[src/rtl/cpu_types_pkg.sv]
// ============================================================
// cpu_types_pkg: shared CPU datapath types and opcodes
// Rev 1.0
// ============================================================
`default_nettype none

package cpu_types_pkg;
    typedef logic [31:0] word_t;
    typedef logic [4:0]  regbits_t;

    typedef enum logic [5:0] {
        RTYPE = 6'b000000,
        ADDI  = 6'b001000,
        LW    = 6'b100011,
        SW    = 6'b101011,
        LL    = 6'b110000,
        SC    = 6'b111000,
        HALT  = 6'b111111
    } opcode_t;

    typedef enum logic [1:0] {
        IDLE   = 2'd0,
        WAIT   = 2'd1,
        HALTED = 2'd2
    } memst_t;
endpackage

`default_nettype wire

[src/rtl/mem_stage_if.sv]
// ============================================================
// mem_stage_if: EX/MEM inputs, data-cache port and MEM/WB outputs
// Rev 1.0
// ============================================================
`default_nettype none

interface mem_stage_if;
    import cpu_types_pkg::*;

    logic     ex_valid;
    logic     ex_dREN;
    logic     ex_dWEN;
    opcode_t  ex_opcode;
    word_t    ex_aluout;
    word_t    ex_store;
    logic     ex_regWrite;
    logic     ex_memtoReg;
    logic     ex_halt;
    regbits_t ex_wsel;
    logic     dhit;
    word_t    dmemload;
    logic     snoop_inv;
    word_t    snoop_addr;
    logic     dmemREN;
    logic     dmemWEN;
    word_t    dmemaddr;
    word_t    dmemstore;
    logic     wb_regWrite;
    logic     wb_memtoReg;
    logic     wb_halt;
    word_t    wb_readData;
    word_t    wb_aluout;
    regbits_t wb_wsel;
    opcode_t  wb_opcode;
    logic     memwb_en;
    logic     stall_up;

    // Environment side: pipeline, cache and coherence
    modport master (
        output ex_valid, ex_dREN, ex_dWEN, ex_opcode, ex_aluout, ex_store,
               ex_regWrite, ex_memtoReg, ex_halt, ex_wsel, dhit, dmemload,
               snoop_inv, snoop_addr,
        input  dmemREN, dmemWEN, dmemaddr, dmemstore, wb_regWrite, wb_memtoReg,
               wb_halt, wb_readData, wb_aluout, wb_wsel, wb_opcode, memwb_en, stall_up
    );

    modport slave (
        input  ex_valid, ex_dREN, ex_dWEN, ex_opcode, ex_aluout, ex_store,
               ex_regWrite, ex_memtoReg, ex_halt, ex_wsel, dhit, dmemload,
               snoop_inv, snoop_addr,
        output dmemREN, dmemWEN, dmemaddr, dmemstore, wb_regWrite, wb_memtoReg,
               wb_halt, wb_readData, wb_aluout, wb_wsel, wb_opcode, memwb_en, stall_up
    );
endinterface

`default_nettype wire

[src/rtl/llsc_link.sv]
// ============================================================
// llsc_link: load-linked reservation register with SC match
// Rev 1.0
// ============================================================
`default_nettype none

module llsc_link
    import cpu_types_pkg::*;
(
    input  logic  CLK,
    input  logic  nRST,
    input  word_t addr,
    input  logic  set_en,
    input  logic  sc_done,
    input  logic  st_done,
    input  logic  snoop_inv,
    input  word_t snoop_addr,
    output logic  sc_ok
);
    logic  link_valid_q, link_valid_d;
    word_t link_addr_q, link_addr_d;
    logic  snoop_hit;

    always_comb begin
        snoop_hit    = snoop_inv && (snoop_addr == link_addr_q);
        // A same-cycle invalidation beats the SC issue check
        sc_ok        = link_valid_q && (link_addr_q == addr) && !snoop_hit;
        link_valid_d = link_valid_q;
        link_addr_d  = link_addr_q;
        if (snoop_hit || sc_done || (st_done && (addr == link_addr_q))) begin
            link_valid_d = 1'b0;
        end
        if (set_en) begin
            link_valid_d = 1'b1;
            link_addr_d  = addr;
        end
    end

    always_ff @(posedge CLK or negedge nRST) begin
        if (!nRST) begin
            link_valid_q <= 1'b0;
            link_addr_q  <= '0;
        end else begin
            link_valid_q <= link_valid_d;
            link_addr_q  <= link_addr_d;
        end
    end
endmodule

`default_nettype wire

[src/rtl/mem_stage.sv]
// ============================================================
// mem_stage: MEM pipeline stage, cache handshake, LL/SC and halt
// Rev 1.0
// ============================================================
`default_nettype none

module mem_stage
    import cpu_types_pkg::*;
(
    input  logic       CLK,
    input  logic       nRST,
    mem_stage_if.slave bus
);
    memst_t state_q, state_d;
    logic   is_rd, is_wr, is_sc, is_ll, is_sw;
    logic   req_rd, req_wr, wb_en, stall, sc_result, sc_ok;

    always_comb begin
        is_rd = bus.ex_valid && bus.ex_dREN;
        is_wr = bus.ex_valid && bus.ex_dWEN && !bus.ex_dREN;
        is_sc = is_wr && (bus.ex_opcode == SC);
        is_ll = is_rd && (bus.ex_opcode == LL);
        is_sw = is_wr && !is_sc;
    end

    always_comb begin
        state_d   = state_q;
        req_rd    = 1'b0;
        req_wr    = 1'b0;
        wb_en     = 1'b0;
        stall     = 1'b0;
        sc_result = 1'b0;
        unique case (state_q)
            IDLE: begin
                sc_result = sc_ok;
                if (is_rd || is_sw || (is_sc && sc_ok)) begin
                    req_rd = is_rd;
                    req_wr = is_wr;
                    if (bus.dhit) begin
                        wb_en = 1'b1;
                    end else begin
                        stall   = 1'b1;
                        state_d = WAIT;
                    end
                end else begin
                    wb_en = 1'b1;
                end
            end
            WAIT: begin
                // An SC only reaches WAIT after a good link check
                sc_result = 1'b1;
                req_rd    = is_rd;
                req_wr    = is_wr;
                if (bus.dhit) begin
                    wb_en   = 1'b1;
                    state_d = IDLE;
                end else begin
                    stall = 1'b1;
                end
            end
            HALTED: begin
                stall = 1'b1;
            end
            default: begin
                state_d = IDLE;
            end
        endcase
        if (wb_en && bus.ex_valid && bus.ex_halt) begin
            state_d = HALTED;
        end
    end

    always_ff @(posedge CLK or negedge nRST) begin
        if (!nRST) begin
            state_q <= IDLE;
        end else begin
            state_q <= state_d;
        end
    end

    llsc_link u_link (
        .CLK        (CLK),
        .nRST       (nRST),
        .addr       (bus.ex_aluout),
        .set_en     (wb_en && is_ll),
        .sc_done    (wb_en && is_sc),
        .st_done    (wb_en && is_sw),
        .snoop_inv  (bus.snoop_inv),
        .snoop_addr (bus.snoop_addr),
        .sc_ok      (sc_ok)
    );

    // Outputs are gated by nRST so an asserted reset silences them at once
    assign bus.dmemREN     = nRST && req_rd;
    assign bus.dmemWEN     = nRST && req_wr;
    assign bus.dmemaddr    = nRST ? bus.ex_aluout : '0;
    assign bus.dmemstore   = nRST ? bus.ex_store : '0;
    assign bus.memwb_en    = nRST && wb_en;
    assign bus.stall_up    = nRST && stall;
    assign bus.wb_regWrite = nRST && bus.ex_valid && bus.ex_regWrite;
    assign bus.wb_memtoReg = nRST && bus.ex_memtoReg;
    assign bus.wb_halt     = nRST && ((state_q == HALTED) || (bus.ex_valid && bus.ex_halt));
    assign bus.wb_readData = !nRST ? '0 : (is_sc ? {31'b0, sc_result} : bus.dmemload);
    assign bus.wb_aluout   = nRST ? bus.ex_aluout : '0;
    assign bus.wb_wsel     = nRST ? bus.ex_wsel : '0;
    assign bus.wb_opcode   = nRST ? bus.ex_opcode : ADDI;
endmodule

`default_nettype wire

[src/flat_wrapper.sv]
// flat-port wrapper written by rule: the top's interface ports become plain ports
module mem_stage_flat import cpu_types_pkg::*;
  (CLK, nRST, bus_ex_valid, bus_ex_dREN, bus_ex_dWEN, bus_ex_opcode, bus_ex_aluout, bus_ex_store, bus_ex_regWrite, bus_ex_memtoReg, bus_ex_halt, bus_ex_wsel, bus_dhit, bus_dmemload, bus_snoop_inv, bus_snoop_addr, bus_dmemREN, bus_dmemWEN, bus_dmemaddr, bus_dmemstore, bus_wb_regWrite, bus_wb_memtoReg, bus_wb_halt, bus_wb_readData, bus_wb_aluout, bus_wb_wsel, bus_wb_opcode, bus_memwb_en, bus_stall_up);
  mem_stage_if bus_i ();
  input  logic CLK;
  input  logic nRST;
  input wire logic [$bits(bus_i.ex_valid)-1:0] bus_ex_valid;
  input wire logic [$bits(bus_i.ex_dREN)-1:0] bus_ex_dREN;
  input wire logic [$bits(bus_i.ex_dWEN)-1:0] bus_ex_dWEN;
  input wire logic [$bits(bus_i.ex_opcode)-1:0] bus_ex_opcode;
  input wire logic [$bits(bus_i.ex_aluout)-1:0] bus_ex_aluout;
  input wire logic [$bits(bus_i.ex_store)-1:0] bus_ex_store;
  input wire logic [$bits(bus_i.ex_regWrite)-1:0] bus_ex_regWrite;
  input wire logic [$bits(bus_i.ex_memtoReg)-1:0] bus_ex_memtoReg;
  input wire logic [$bits(bus_i.ex_halt)-1:0] bus_ex_halt;
  input wire logic [$bits(bus_i.ex_wsel)-1:0] bus_ex_wsel;
  input wire logic [$bits(bus_i.dhit)-1:0] bus_dhit;
  input wire logic [$bits(bus_i.dmemload)-1:0] bus_dmemload;
  input wire logic [$bits(bus_i.snoop_inv)-1:0] bus_snoop_inv;
  input wire logic [$bits(bus_i.snoop_addr)-1:0] bus_snoop_addr;
  output wire logic [$bits(bus_i.dmemREN)-1:0] bus_dmemREN;
  output wire logic [$bits(bus_i.dmemWEN)-1:0] bus_dmemWEN;
  output wire logic [$bits(bus_i.dmemaddr)-1:0] bus_dmemaddr;
  output wire logic [$bits(bus_i.dmemstore)-1:0] bus_dmemstore;
  output wire logic [$bits(bus_i.wb_regWrite)-1:0] bus_wb_regWrite;
  output wire logic [$bits(bus_i.wb_memtoReg)-1:0] bus_wb_memtoReg;
  output wire logic [$bits(bus_i.wb_halt)-1:0] bus_wb_halt;
  output wire logic [$bits(bus_i.wb_readData)-1:0] bus_wb_readData;
  output wire logic [$bits(bus_i.wb_aluout)-1:0] bus_wb_aluout;
  output wire logic [$bits(bus_i.wb_wsel)-1:0] bus_wb_wsel;
  output wire logic [$bits(bus_i.wb_opcode)-1:0] bus_wb_opcode;
  output wire logic [$bits(bus_i.memwb_en)-1:0] bus_memwb_en;
  output wire logic [$bits(bus_i.stall_up)-1:0] bus_stall_up;
  assign bus_i.ex_valid = bus_ex_valid;
  assign bus_i.ex_dREN = bus_ex_dREN;
  assign bus_i.ex_dWEN = bus_ex_dWEN;
  assign bus_i.ex_opcode = bus_ex_opcode;
  assign bus_i.ex_aluout = bus_ex_aluout;
  assign bus_i.ex_store = bus_ex_store;
  assign bus_i.ex_regWrite = bus_ex_regWrite;
  assign bus_i.ex_memtoReg = bus_ex_memtoReg;
  assign bus_i.ex_halt = bus_ex_halt;
  assign bus_i.ex_wsel = bus_ex_wsel;
  assign bus_i.dhit = bus_dhit;
  assign bus_i.dmemload = bus_dmemload;
  assign bus_i.snoop_inv = bus_snoop_inv;
  assign bus_i.snoop_addr = bus_snoop_addr;
  assign bus_dmemREN = bus_i.dmemREN;
  assign bus_dmemWEN = bus_i.dmemWEN;
  assign bus_dmemaddr = bus_i.dmemaddr;
  assign bus_dmemstore = bus_i.dmemstore;
  assign bus_wb_regWrite = bus_i.wb_regWrite;
  assign bus_wb_memtoReg = bus_i.wb_memtoReg;
  assign bus_wb_halt = bus_i.wb_halt;
  assign bus_wb_readData = bus_i.wb_readData;
  assign bus_wb_aluout = bus_i.wb_aluout;
  assign bus_wb_wsel = bus_i.wb_wsel;
  assign bus_wb_opcode = bus_i.wb_opcode;
  assign bus_memwb_en = bus_i.memwb_en;
  assign bus_stall_up = bus_i.stall_up;
  mem_stage u_core (.CLK(CLK), .nRST(nRST), .bus(bus_i));
endmodule
[config.mk]
export PLATFORM = sky130hd
export DESIGN_NAME = mem_stage_flat
export DESIGN_NICKNAME = d
export VERILOG_FILES = /design/src/rtl/cpu_types_pkg.sv /design/src/rtl/mem_stage_if.sv /design/src/rtl/llsc_link.sv /design/src/rtl/mem_stage.sv /design/src/flat_wrapper.sv
export SDC_FILE = /design/constraint.sdc
export NUM_CORES = 1
export LEC_CHECK = 0
export ABC_AREA = 1
export CAP_MARGIN = 20
export CORE_AREA = 2 2 114 116
export DETAILED_ROUTE_END_ITERATION = 16
export DIE_AREA = 0 0 116 118
export GPL_TIMING_DRIVEN = 1
export HOLD_SLACK_MARGIN = 0.05
export PLACE_DENSITY = 0.74
export SYNTH_ARGS = -nofsm -noshare
export SYNTH_HDL_FRONTEND = slang
export SYNTH_HIERARCHICAL = 1
export SYNTH_SLANG_ARGS = --single-unit
[constraint.sdc]
create_clock -name CLK -period 3.9 [get_ports CLK]
set_input_delay 0.78 -clock CLK [delete_from_list [all_inputs] [get_ports CLK]]
set_output_delay 0.78 -clock CLK [all_outputs]
set_load 0.01 [all_outputs]
### After elaboration in Yosys (flattened, before gate mapping)

Index checks and enable logic that the tools add are counted.

* register bits after elaboration: 35
* logic and storage cells: 74

* eq/ne operators: 11
* multiplexer cells: 24
* reduce and logical (&&, ||, !) cells: 36

Operator list (count)
* 2-to-1 mux 32 bit: 4
* equality test 32 bit: 3
* logical AND 1 bit: 25
* equality test 6 bit, second input constant: 2
* 2-to-1 mux 1 bit: 8
* 2-to-1 mux 2 bit: 4
* case mux 1 bit (2 select lines): 4
* 2-to-1 mux 6 bit: 1
* inequality test 3 x 2 -> 1 bit, second input constant: 2
* case mux 2 bit (3 select lines): 1
* logical OR 1 bit: 5
* 2-to-1 mux 5 bit: 1
* AND reduction 4 bit: 1
* zero test 1 bit: 3
* inequality test 3 x 1 -> 1 bit, second input constant: 1
* case mux 1 bit (3 select lines): 1
* equality test 2 x 1 -> 1 bit, second input constant: 1
* equality test 2 bit, second input constant: 1
* zero test 2 bit: 1
* inequality test 2 x 1 -> 1 bit, second input constant: 1
* nonzero test 2 bit: 1

### Longest topological paths before layout

* word-level depth: 14
* depth in mapped cells: 22

### Hierarchy

The synthesis kept the hierarchy.

Modules (own cells, without submodules)
* llsc_link: times used 1, cells an instance 328, area each 2213.4 µm², seq. area each 825.8 µm²
* mem_stage: times used 1, cells an instance 309, area each 1456.4 µm², seq. area each 50.0 µm²

### Worst setup path before layout

Ideal clock, no wire load.

* path type: input -> output
* start: input port bus_snoop_addr[1]
* end: output port bus_memwb_en
* data arrival time: 1.901 ns
* required time: 3.120 ns
* setup slack: 1.219 ns
* cell stages on the path: 16
* buffers on the path: 0
* cells stage by stage: inv_1 -> nand2_1 -> nand2_1 -> nor2_1 -> nand3_2 -> nor2_2 -> nand3_1 -> nand2_1 -> nor2_1 -> nand4_1 -> nand2_1 -> inv_1 -> nand2_2 -> nand2_2 -> nand2_2 -> nor2_1

* longest elaborated chain between the ends: 9

Ends and longest elaborated chain
* from (decl): line flat_wrapper.sv:20 `input wire logic [$bits(bus_i.snoop_addr)-1:0] bus_snoop_addr;`
* equality test 32 bit: line llsc_link.sv:25 `snoop_hit = snoop_inv && (snoop_addr == link_addr_q);`
* logical AND 1 bit: line llsc_link.sv:25
* zero test 1 bit: line llsc_link.sv:27 `sc_ok = link_valid_q && (link_addr_q == addr) && !snoop_hit;`
* logical AND 1 bit: line llsc_link.sv:27
* named net u_core.sc_ok: line mem_stage.sv:16 `logic req_rd, req_wr, wb_en, stall, sc_result, sc_ok;`
* logical AND 1 bit: line mem_stage.sv:36 `if (is_rd || is_sw || (is_sc && sc_ok)) begin`
* logical OR 1 bit: line mem_stage.sv:36
* 2-to-1 mux 1 bit: line mem_stage.sv:36
* case mux 1 bit (2 select lines): line mem_stage.sv:33 `unique case (state_q)`
* logical AND 1 bit: line mem_stage.sv:98 `assign bus.memwb_en = nRST && wb_en;`
* to (decl): line flat_wrapper.sv:32 `output wire logic [$bits(bus_i.memwb_en)-1:0] bus_memwb_en;`

The timed path passes the listed nets, and every way through them passes these cells.

### Worst setup path after layout

* start: input port bus_snoop_addr[25]
* end: output port bus_memwb_en

The elaborated chain is that of the path after synthesis.

==> results by group <==
Floorplanning
  • Core area: roughly 12000 µm²
  • DIE AREA: around 14000 µm²
  • Initial core utilization: 0.296
  • Die Y: 118 µm
  • Total I/O pin count: approximately 300
  • Rows: roughly 40
  • Die Wd: 116 µm

Worst setup path
  • Critical path origin: bus_snoop_addr[25]
  • Max Fanout on Critical Path: 2
  • Setup crit start kind: input pin
  • Crit path to: bus_memwb_en
  • Critical path class: in2out
  • Data required time of the worst path: 3.12 ns
  • Critical path endpoint category: primary output
  • Worst reg2reg endpoint: u_core/u_link/link_addr_q[30]
  • R2r setup slk: between 1 and 1.5 ns
  • Critical Path AT: 2.74 ns
  • R2R Path Start: u_core/u_link/link_addr_q[25]
  • Reg2reg path depth: 19

Pwr
  • Leak: 0.00359 µW
  • P per Cell Area: 233 nW/µm²
  • Total power: 1580 µW
  • Maximum VDD drop: 0.000146 V

Job
  • Max Cap Viol: 0

Clock network
  • Clock tree sinks: 35
  • Worst-Skew Late Latency: 0.28 ns
  • CTS root buf: clkbuf_16
  • CTS tree: built
  • CTS Buffer Depth: 2
  • H-tree depth: 2
  • Clk pin slew, worst setup/hold paths: 0.06 ns
  • Post-cts hold buffer count: 0
  • Num CTS Buffers: 5
  • Post-CTS Setup Repair Bufs: 0

STA
  • Worst-Margin Slew: 0.367 ns
  • Slew headroom: 0.755
  • Hold_ws: 0.388 ns
  • RSZ-0062 raised after global routing: false
  • Fin. Hold Viols: 0
  • Slew Limit Fails: 0
  • Final setup fails: 0
  • Tmin final: 3.52 ns
  • Fin crit share: 0.902
  • Clock skew: a little over 0.005 ns
  • Fmax: 284 MHz
  • Setup TNS: 0 ns

Global route
  • First-pass GRT wire length: 21000 µm
  • Tot GR Track Use: 0.195
  • Pin count of the biggest net entering global routing: 56
  • Antenna violations before repair: 0
  • GR Overflow Total: 0
  • Vias in the first global route: 4030

Finish
  • Commonest non-fill, non-tap cell in the layout: clkdlybuf4s50_1
  • Most frequent cells in the layout: clkdlybuf4s50_1, nand2_1, inv_1
  • Ant. Diodes: 0
  • Layout area overhead: 85.2%
  • Layout cell share with drive strength beyond 1: 0.0688
  • Fillers: 1229
  • NumNets Final: 1050

Place
  • RePlAce Congestion: 0.816
  • Dpl hpwl: 11500 µm
  • Number of I/O port buffers: about 290

Drt
  • Remaining DRCs: 0
  • Vias per inst: 3.96
  • DR pass1 iterations: 4
  • Routed len/inst: 12.7 µm
  • Remaining antenna violation count after routing: 0
  • Total wire length: 13700 µm
  • Vias: 4248
  • 1st-iter DRT viols: 216

Synth
  • Unique masters post-synth: 30
  • Synthesized cell area: 3670 µm²
  • Syn. warnings: 6
  • Sequential area share after synthesis: 0.239
  • Synthesized area per cell: 5.76 µm²
  • Post-Synthesis Net Count: 786
  • Mapped Cells: about 640
  • Yosys reg bits: 35

Status
  • Status: finished, final reports clean

Hold path
  • Hold Path Class: in2async
-- what timing repair did --
action / 4_1_cts / 5_1_grt
endpoints found under the setup margin: 1 / 4
endpoints found under the hold margin: 0 / 0
resized for setup: 1 / 7
-- metrics by stage --
step / instances / setup slack [ns] / utilization / area [µm²]
finish: 1073 / 0.381 / 0.547 / 6800
CTS: 1073 / 0.00715 / 0.546 / 6780
global route: 1073 / 0.154 / 0.547 / 6800
floorplan: 637 / 1.22 / - / 3670
global placement: 1066 / 0.0252 / 0.533 / 6620
detailed placement: 1066 / 0.00674 / 0.533 / 6620
-- cell usage after synthesis --
cell type / n / share of area
nor2_2: 13 / 0.022
buf_4: 33 / 0.068
nor3_2: 1 / 0.0027
buf_12: 1 / 0.0055
nor3_1: 2 / 0.0027
nand3_4: 1 / 0.0048
clkinv_1: 3 / 0.0031
o21ai_1: 7 / 0.0095
dfrtp_1: 35 / 0.24
o21ai_0: 26 / 0.035
nand3_1: 7 / 0.0095
a21oi_1: 3 / 0.0041
xor2_1: 2 / 0.0048
nor2_4: 2 / 0.0061
nand2_4: 1 / 0.0031
nand4_1: 2 / 0.0034
nand2_2: 7 / 0.012
or2_2: 1 / 0.0017
clkbuf_1: 8 / 0.0082
nand2_1: 223 / 0.23
buf_2: 6 / 0.0082
inv_2: 11 / 0.011
a21oi_2: 1 / 0.0024
inv_1: 150 / 0.15
o31ai_1: 1 / 0.0020
xnor2_1: 36 / 0.086
nand3b_1: 1 / 0.0020
buf_6: 2 / 0.0061
nor2_1: 49 / 0.050
nand3_2: 2 / 0.0055
-- sequential cells by signal, summed over array words and instances (netlist names) --
register	count
u_core/u_link/link_valid_q	1
u_core/u_link/link_addr_q	32
u_core/state_q	2
-- critical path: stages --
cell and delay, ns:
clkdlybuf4s50_1 0.49, o21ai_0 0.10, nor2_1 0.27, nand3_2 0.10, nor2_1 0.12, nand3_1 0.07
nand2_1 0.10, nor2_2 0.05, nand4_1 0.08, nand2_1 0.05, inv_1 0.08, nand2_2 0.07
nand2_2 0.08, nand2_2 0.05, nor2_1 0.07, dlymetal6s2s_1 0.18
-- routing by layer --
metal / share of wire / global-route usage
met5: 0 / 0
met4: 0.0085 / 0.0372
met3: 0.072 / 0.0324
met2: 0.48 / 0.330
met1: 0.44 / 0.261
-- worst min-delay path by stage --
stage / cells after the start / endpoint / start
2_1_floorplan: 0 / u_core/state_q[0] / nRST
3_3_place_gp: 2 / u_core/u_link/link_addr_q[24] / u_core/u_link/link_addr_q[24]
3_5_place_dp: 2 / u_core/u_link/link_addr_q[24] / u_core/u_link/link_addr_q[24]
4_1_cts: 1 / u_core/state_q[1] / nRST
5_1_grt: 1 / u_core/state_q[1] / nRST
6_report: 1 / u_core/state_q[1] / nRST
-- cell families (layout without fill, tap and decap cells) --
logic type                Yosys count  after routing  share of synthesized area
xor gates and xnor gates           38             38                     0.0907
and+or+nand+nor                   312            312                      0.354
DFF                                35             35                      0.239
buffers and inverters             214            478                      0.263
AOI/OAI and AO/OA                  38             38                     0.0535
-- power by group --
part           internal (µW)  leakage [µW]  switching (µW)
sequential               403      0.000373            36.7
combinational            393       0.00314             305
clock                    298     0.0000769             149
total                   1090       0.00359             490
-- final cells by class --
cell class                      count  area [µm²]  share of cell area
Timing Repair Buffer              307        3090               0.454
Multi-Input combinational cell    388        1840               0.271
Sequential cell                    35         876               0.129
Inverter                          164         616              0.0906
Tap cell                          172         215              0.0317
Clock buffer                        6         129              0.0190
Clock inverter                      1        30.0             0.00442
Power figures use the tool's default switching activity.
